===== config.mk =====
export PLATFORM = sky130hd
export DESIGN_NAME = bc_clr_skid_buffer
export DESIGN_NICKNAME = d
export VERILOG_FILES = /design/src/rtl/zion_bc_skid_pkg.sv /design/src/rtl/bc_clr_skid_buffer.sv
export SDC_FILE = /design/constraint.sdc
export NUM_CORES = 1
export LEC_CHECK = 0
export BUFFER_PORTS_ARGS = -buffer_cell sky130_fd_sc_hd__buf_2
export CAP_MARGIN = 40
export CORE_MARGIN = 4
export CORE_UTILIZATION = 56
export DETAILED_ROUTE_END_ITERATION = 10
export MAX_ROUTING_LAYER = met4
export PLACE_DENSITY = 0.91
export SYNTH_ARGS = -nofsm -noshare
export SYNTH_HDL_FRONTEND = slang
export SYNTH_SLANG_ARGS = --single-unit

===== constraint.sdc =====
create_clock -name clk -period 3.8 [get_ports clk]
set_input_delay 0.76 -clock clk [delete_from_list [all_inputs] [get_ports clk]]
set_output_delay 0.76 -clock clk [all_outputs]
set_load 0.02 [all_outputs]

===== src/rtl/zion_bc_skid_pkg.sv =====
//------------------------------------------------------------------------------
// Module   : zion_bc_skid_pkg
// Purpose  : Shared types for the clear-capable valid/ready skid buffer.
//            Holds the control state encoding used by bc_clr_skid_buffer.
// Ports    : none (package)
// Revision : 1.0 - initial release
//------------------------------------------------------------------------------
`default_nettype none

package zion_bc_skid_pkg;

  // Buffer occupancy state: nothing held, main register held, main + skid held
  typedef enum logic [1:0] {
    ST_EMPTY = 2'd0,
    ST_BUSY  = 2'd1,
    ST_FULL  = 2'd2
  } skidState_t;

endpackage

`default_nettype wire


===== src/rtl/bc_clr_skid_buffer.sv =====
//------------------------------------------------------------------------------
// Module   : bc_clr_skid_buffer
// Purpose  : Two-entry valid/ready skid buffer with synchronous clear. oReady
//            and oValid come straight from flops, so there is no combinational
//            path between iValid/iReady and the handshake outputs, while one
//            transfer per cycle is still sustained.
// Ports    : clk    - clock
//            rst    - synchronous active-high reset (also zeroes oCnt)
//            iClr   - synchronous flush; voids both handshakes this cycle
//            iValid - upstream valid       oReady - upstream ready (registered)
//            iDat   - upstream data        oDat   - downstream data (registered)
//            oValid - downstream valid     iReady - downstream ready
//            oCnt   - downstream transfer count (wraps)
// Config   : ZION_BC_SKID_CNT_EN - when defined the transfer counter is built;
//            otherwise oCnt is tied to zero and no counter flops exist.
// Revision : 1.0 - initial release
//------------------------------------------------------------------------------
`default_nettype none

// Clear/enable data register: reset or clear loads the initial value,
// otherwise the register loads d when en is high.
`ifndef BcClrEnRapDff
`define BcClrEnRapDff(q, d, clr, en, ini) \
  always_ff @(posedge clk) begin \
    if (rst || (clr)) q <= (ini); \
    else if (en) q <= (d); \
  end
`endif

module bc_clr_skid_buffer
  import zion_bc_skid_pkg::*;
#(
  parameter int               WIDTH     = 32,
  parameter logic [WIDTH-1:0] INI_DATA  = '0,
  parameter int               CNT_WIDTH = 16
) (
  input  logic                 clk,
  input  logic                 rst,
  input  logic                 iClr,
  input  logic                 iValid,
  output logic                 oReady,
  input  logic [WIDTH-1:0]     iDat,
  output logic                 oValid,
  input  logic                 iReady,
  output logic [WIDTH-1:0]     oDat,
  output logic [CNT_WIDTH-1:0] oCnt
);

  skidState_t       r_state;
  logic             r_oValid;
  logic             r_oReady;
  logic [WIDTH-1:0] r_main;
  logic [WIDTH-1:0] r_skid;

  logic             w_in;
  logic             w_out;
  logic             w_mainEn;
  logic [WIDTH-1:0] w_mainD;
  logic             w_skidEn;

  // A clear voids both handshakes in the cycle it is asserted
  assign w_in  = iValid & r_oReady & ~iClr;
  assign w_out = r_oValid & iReady & ~iClr;

  // Main register loads fresh input when it is (or is becoming) the head,
  // and refills from skid when the head drains while FULL.
  always_comb begin
    w_mainEn = 1'b0;
    w_mainD  = iDat;
    w_skidEn = 1'b0;
    case (r_state)
      ST_EMPTY: w_mainEn = w_in;
      ST_BUSY: begin
        w_mainEn = w_in & w_out;
        w_skidEn = w_in & ~w_out;
      end
      ST_FULL: begin
        w_mainEn = w_out;
        w_mainD  = r_skid;
      end
      default: begin
        w_mainEn = 1'b0;
        w_skidEn = 1'b0;
      end
    endcase
  end

  `BcClrEnRapDff(r_main, w_mainD, iClr, w_mainEn, INI_DATA)
  `BcClrEnRapDff(r_skid, iDat,    iClr, w_skidEn, INI_DATA)

  // Control FSM with handshake outputs registered alongside the state
  always_ff @(posedge clk) begin
    if (rst || iClr) begin
      r_state  <= ST_EMPTY;
      r_oValid <= 1'b0;
      r_oReady <= 1'b1;
    end else begin
      case (r_state)
        ST_EMPTY: begin
          if (w_in) begin
            r_state  <= ST_BUSY;
            r_oValid <= 1'b1;
            r_oReady <= 1'b1;
          end
        end
        ST_BUSY: begin
          if (w_in && !w_out) begin
            r_state  <= ST_FULL;
            r_oValid <= 1'b1;
            r_oReady <= 1'b0;
          end else if (!w_in && w_out) begin
            r_state  <= ST_EMPTY;
            r_oValid <= 1'b0;
            r_oReady <= 1'b1;
          end
        end
        ST_FULL: begin
          if (w_out) begin
            r_state  <= ST_BUSY;
            r_oValid <= 1'b1;
            r_oReady <= 1'b1;
          end
        end
        default: begin
          r_state  <= ST_EMPTY;
          r_oValid <= 1'b0;
          r_oReady <= 1'b1;
        end
      endcase
    end
  end

  assign oValid = r_oValid;
  assign oReady = r_oReady;
  assign oDat   = r_main;

`ifdef ZION_BC_SKID_CNT_EN
  // Counter survives iClr; only rst zeroes it
  logic [CNT_WIDTH-1:0] r_cnt;

  always_ff @(posedge clk) begin
    if (rst) begin
      r_cnt <= '0;
    end else if (w_out) begin
      r_cnt <= r_cnt + {{(CNT_WIDTH-1){1'b0}}, 1'b1};
    end
  end

  assign oCnt = r_cnt;
`else
  assign oCnt = '0;
`endif

endmodule

`default_nettype wire


==> results.cfg <==
[outcome]
status = finished, final reports clean

[sta]
finalHoldViolCount = 0
rsz0062_at_grt = false
fin_skew_ns = 0.0115
whs_ns = 0.455
worst_pin_slew_ns = 0.696
final_max_slew_viol_count = 0
fmax_mhz = 387
fin_crit_sh_pct = 67.9
setup-tns-final_ns = 0
finalSetupViolations = 0
min_period_ns = 2.58
slew_headroom_pct = 53.6

[synth]
yosys.area.top_type = dfxtp_1
synth_top_area_share_pct = 43.3
synth_area_um2 = 3140
syn_inst = 340
ys_seq_area_share_pct = 43.3
ys_seq_elements = 68
synth_area_per_cell_um2 = 9.25
synth.distinct_cells = 33
synth_area_leaders = dfxtp_1, mux2i_1, a21oi_2, nand2_1, o31ai_1
ys_warn_count = 0

[hold_path]
min_from = r_skid[18]
min_path_type = reg2reg
hold_end = r_skid[18]
whs_path_depth = 2

[clocking]
cts_root_buffer = clkbuf_8
cts.sinks = 68
post_cts_buffers = 0
ctsHoldBuffers = 0
cts.reportedPaths.clkPinSlew_ns = 0.07
cts_buffers = 9
htreeDepth = 3
clock_latency_ns = 0.35
cts_tree = done
clock_path_buffers = 2
cts_resized = 0

[cells_and_area]
fin_nets = 437
final-seq-area_um2 = 1360
multi_input_comb_area_um2 = 1520
fill_cells = 447
syn_to_final_growth_pct = 14.2
n_antenna_cell = 0
drive_above_1_share_pct = 31.6
utilization_pct = 65.6
fin_area_um2 = 3590

[global_route]
track_usage_pct = 22.0
grt_remaining_overflow = 0
antenna_found_initial = 0
grt_first_pass_wirelength_mm = 12.1
grt_max_degree = 36
grt_pass1_vias = 2547

[setup_path]
crit_slowest_cell = or2_4
arrival_ns = 2.78
cp_top_family = simple AND/OR/NAND/NOR gates
startpoint_type = input pin
cp.depth = 8
slowest_delay_ns = 0.60
rr_worst_depth = 7
r2r_setup_slack_ns = 1.50
crit_chain = buf_2 > nand3b_1 > inv_1 > ha_1 > and2_1 > o21ba_1 > or2_4 > a21oi_1
crit_fanout = 32
critPathKind = in2reg
required_ns = 4.00
reg2reg_to = oDat[0]
reg2reg_from = oValid
crit_path_end_kind = flip-flop
cp_num_buf_inv = 2

[placement]
placed_area_um2 = 3410
gp_congestion = 0.833
hpwl_mm = 4.65
port_buffers = 70

[routing]
drt-wirelength-per-cell_um = 15.4
avgViaCountPerCell = 5.51
dr.pass1.iters = 5
ant_nets = 0
drcViolationCount = 0
drt-total-wl_mm = 7.31
vias = 2610
first_iter_violations = 219

[floorplanning]
start_util_pct = 57.5
die_w_um = 82.9
core_um2 = 5470
num_rows = 27
die-height_um = 82.9
io_pins = 87
dieArea_um2 = 6880

[pwr]
p_leak_uw = 0.00175
powerDensity_nw_per_um2 = 405
ir_worst_vdd_v = 0.000281

[job]
max-cap-violations = 0
how the worst max path moves through the flow:
stage / slack, ns / end / start
6_report: 1.22 / oDat[0] / iClr
5_1_grt: 1.07 / oDat[0] / iClr
4_1_cts: 1.22 / oDat[0] / iClr
3_5_place_dp: 0.86 / oDat[0] / iClr
3_3_place_gp: 0.97 / oDat[0] / iClr
2_1_floorplan: 1.53 / oDat[2] / iClr
where the power goes:
part / switching (uW) / leakage, uW / internal [uW]
Combinational: 102 / 0.00111 / 51.3
Clock: 265 / 0.0000894 / 300
Sequential: 8.74 / 0.000550 / 726
Total: 375 / 0.00175 / 1080
flip-flops by register name (all words and copies together) (netlist names):
name / count
oValid: 1
oDat: 32
oReady: 1
r_state: 2
r_skid: 32
worst min-delay path, stage by stage, from the launching register on:
cell and delay [ns]:
dfxtp_1 0.31, nand2_1 0.05, a21oi_1 0.05
metrics by stage:
| step | power, uW | instances | worst slack, ns |
|---|---|---|---|
| after global routing | 1510 | 474 | 1.07 |
| final | 1450 | 474 | 1.22 |
| after detailed placement | 903 | 459 | 0.859 |
| after floorplan | 872 | 355 | 1.53 |
| after global placement | 897 | 457 | 0.967 |
| after CTS | 1460 | 474 | 1.22 |
final cells by class:
class,count,area share (%)
Sequential cell,68,37.9
Tap cell,72,2.51
Timing Repair Buffer,78,11.8
Clock inverter,4,1.43
Multi-Input combinational cell,238,42.3
Clock buffer,11,3.66
Inverter,3,0.314
layout by cell type, fill, tap and decap left out, types with 2 or more instances in the layout:
cell type,netlist,routed
a21oi_1,35,35
a21oi_2,30,30
buf_2,9,70
buf_4,16,6
buf_8,0,2
clkbuf_1,15,2
clkbuf_8,0,9
conb_1,1,16
dfxtp_1,68,68
ha_1,2,2
inv_1,3,3
mux2i_1,32,32
nand2_1,67,67
nand3b_1,2,2
nor2_1,5,3
nor2_2,0,2
o31ai_1,32,32
cells in the mapped netlist:
| cell | n |
|---|---|
| o211ai_1 | 1 |
| buf_6 | 3 |
| a21oi_1 | 35 |
| and3b_1 | 1 |
| nor4bb_4 | 1 |
| and2_1 | 1 |
| nor2_4 | 1 |
| nand2_1 | 67 |
| nor3_1 | 1 |
| buf_4 | 16 |
| nor2_1 | 5 |
| buf_2 | 9 |
| nor2b_1 | 1 |
| mux2i_1 | 32 |
| conb_1 | 1 |
| or2_1 | 1 |
| a21o_1 | 1 |
| o32ai_1 | 1 |
| nand2b_1 | 1 |
| nand3b_1 | 2 |
| a2bb2oi_1 | 1 |
| o31ai_1 | 32 |
| o21ai_0 | 1 |
| o21ai_1 | 1 |
| a21oi_2 | 30 |
| clkbuf_1 | 15 |
| ha_1 | 2 |
| dfxtp_1 | 68 |
| inv_1 | 3 |
| or2_4 | 1 |
| o21a_1 | 1 |
| buf_12 | 3 |
| o21ba_1 | 1 |
kinds of logic after synthesis:
family                     synth area share (%)
AOI/OAI and AO/OA                          23.5
adders and majority gates                 0.796
buffers and inverters                      10.4
DFF                                        43.3
muxes                                      10.2
other                                     0.119
and+or+nand+nor                            11.7
routing by layer:
layer / share of wire, % / routed length [um] / GRT usage [%]
met3: 6.5 / 479 / 6.45
met2: 49 / 3580 / 35.0
met1: 42 / 3100 / 26.3
met4: 2.1 / 154 / 8.62
met5: 0 / 0 / -
Power figures use the tool's default switching activity.
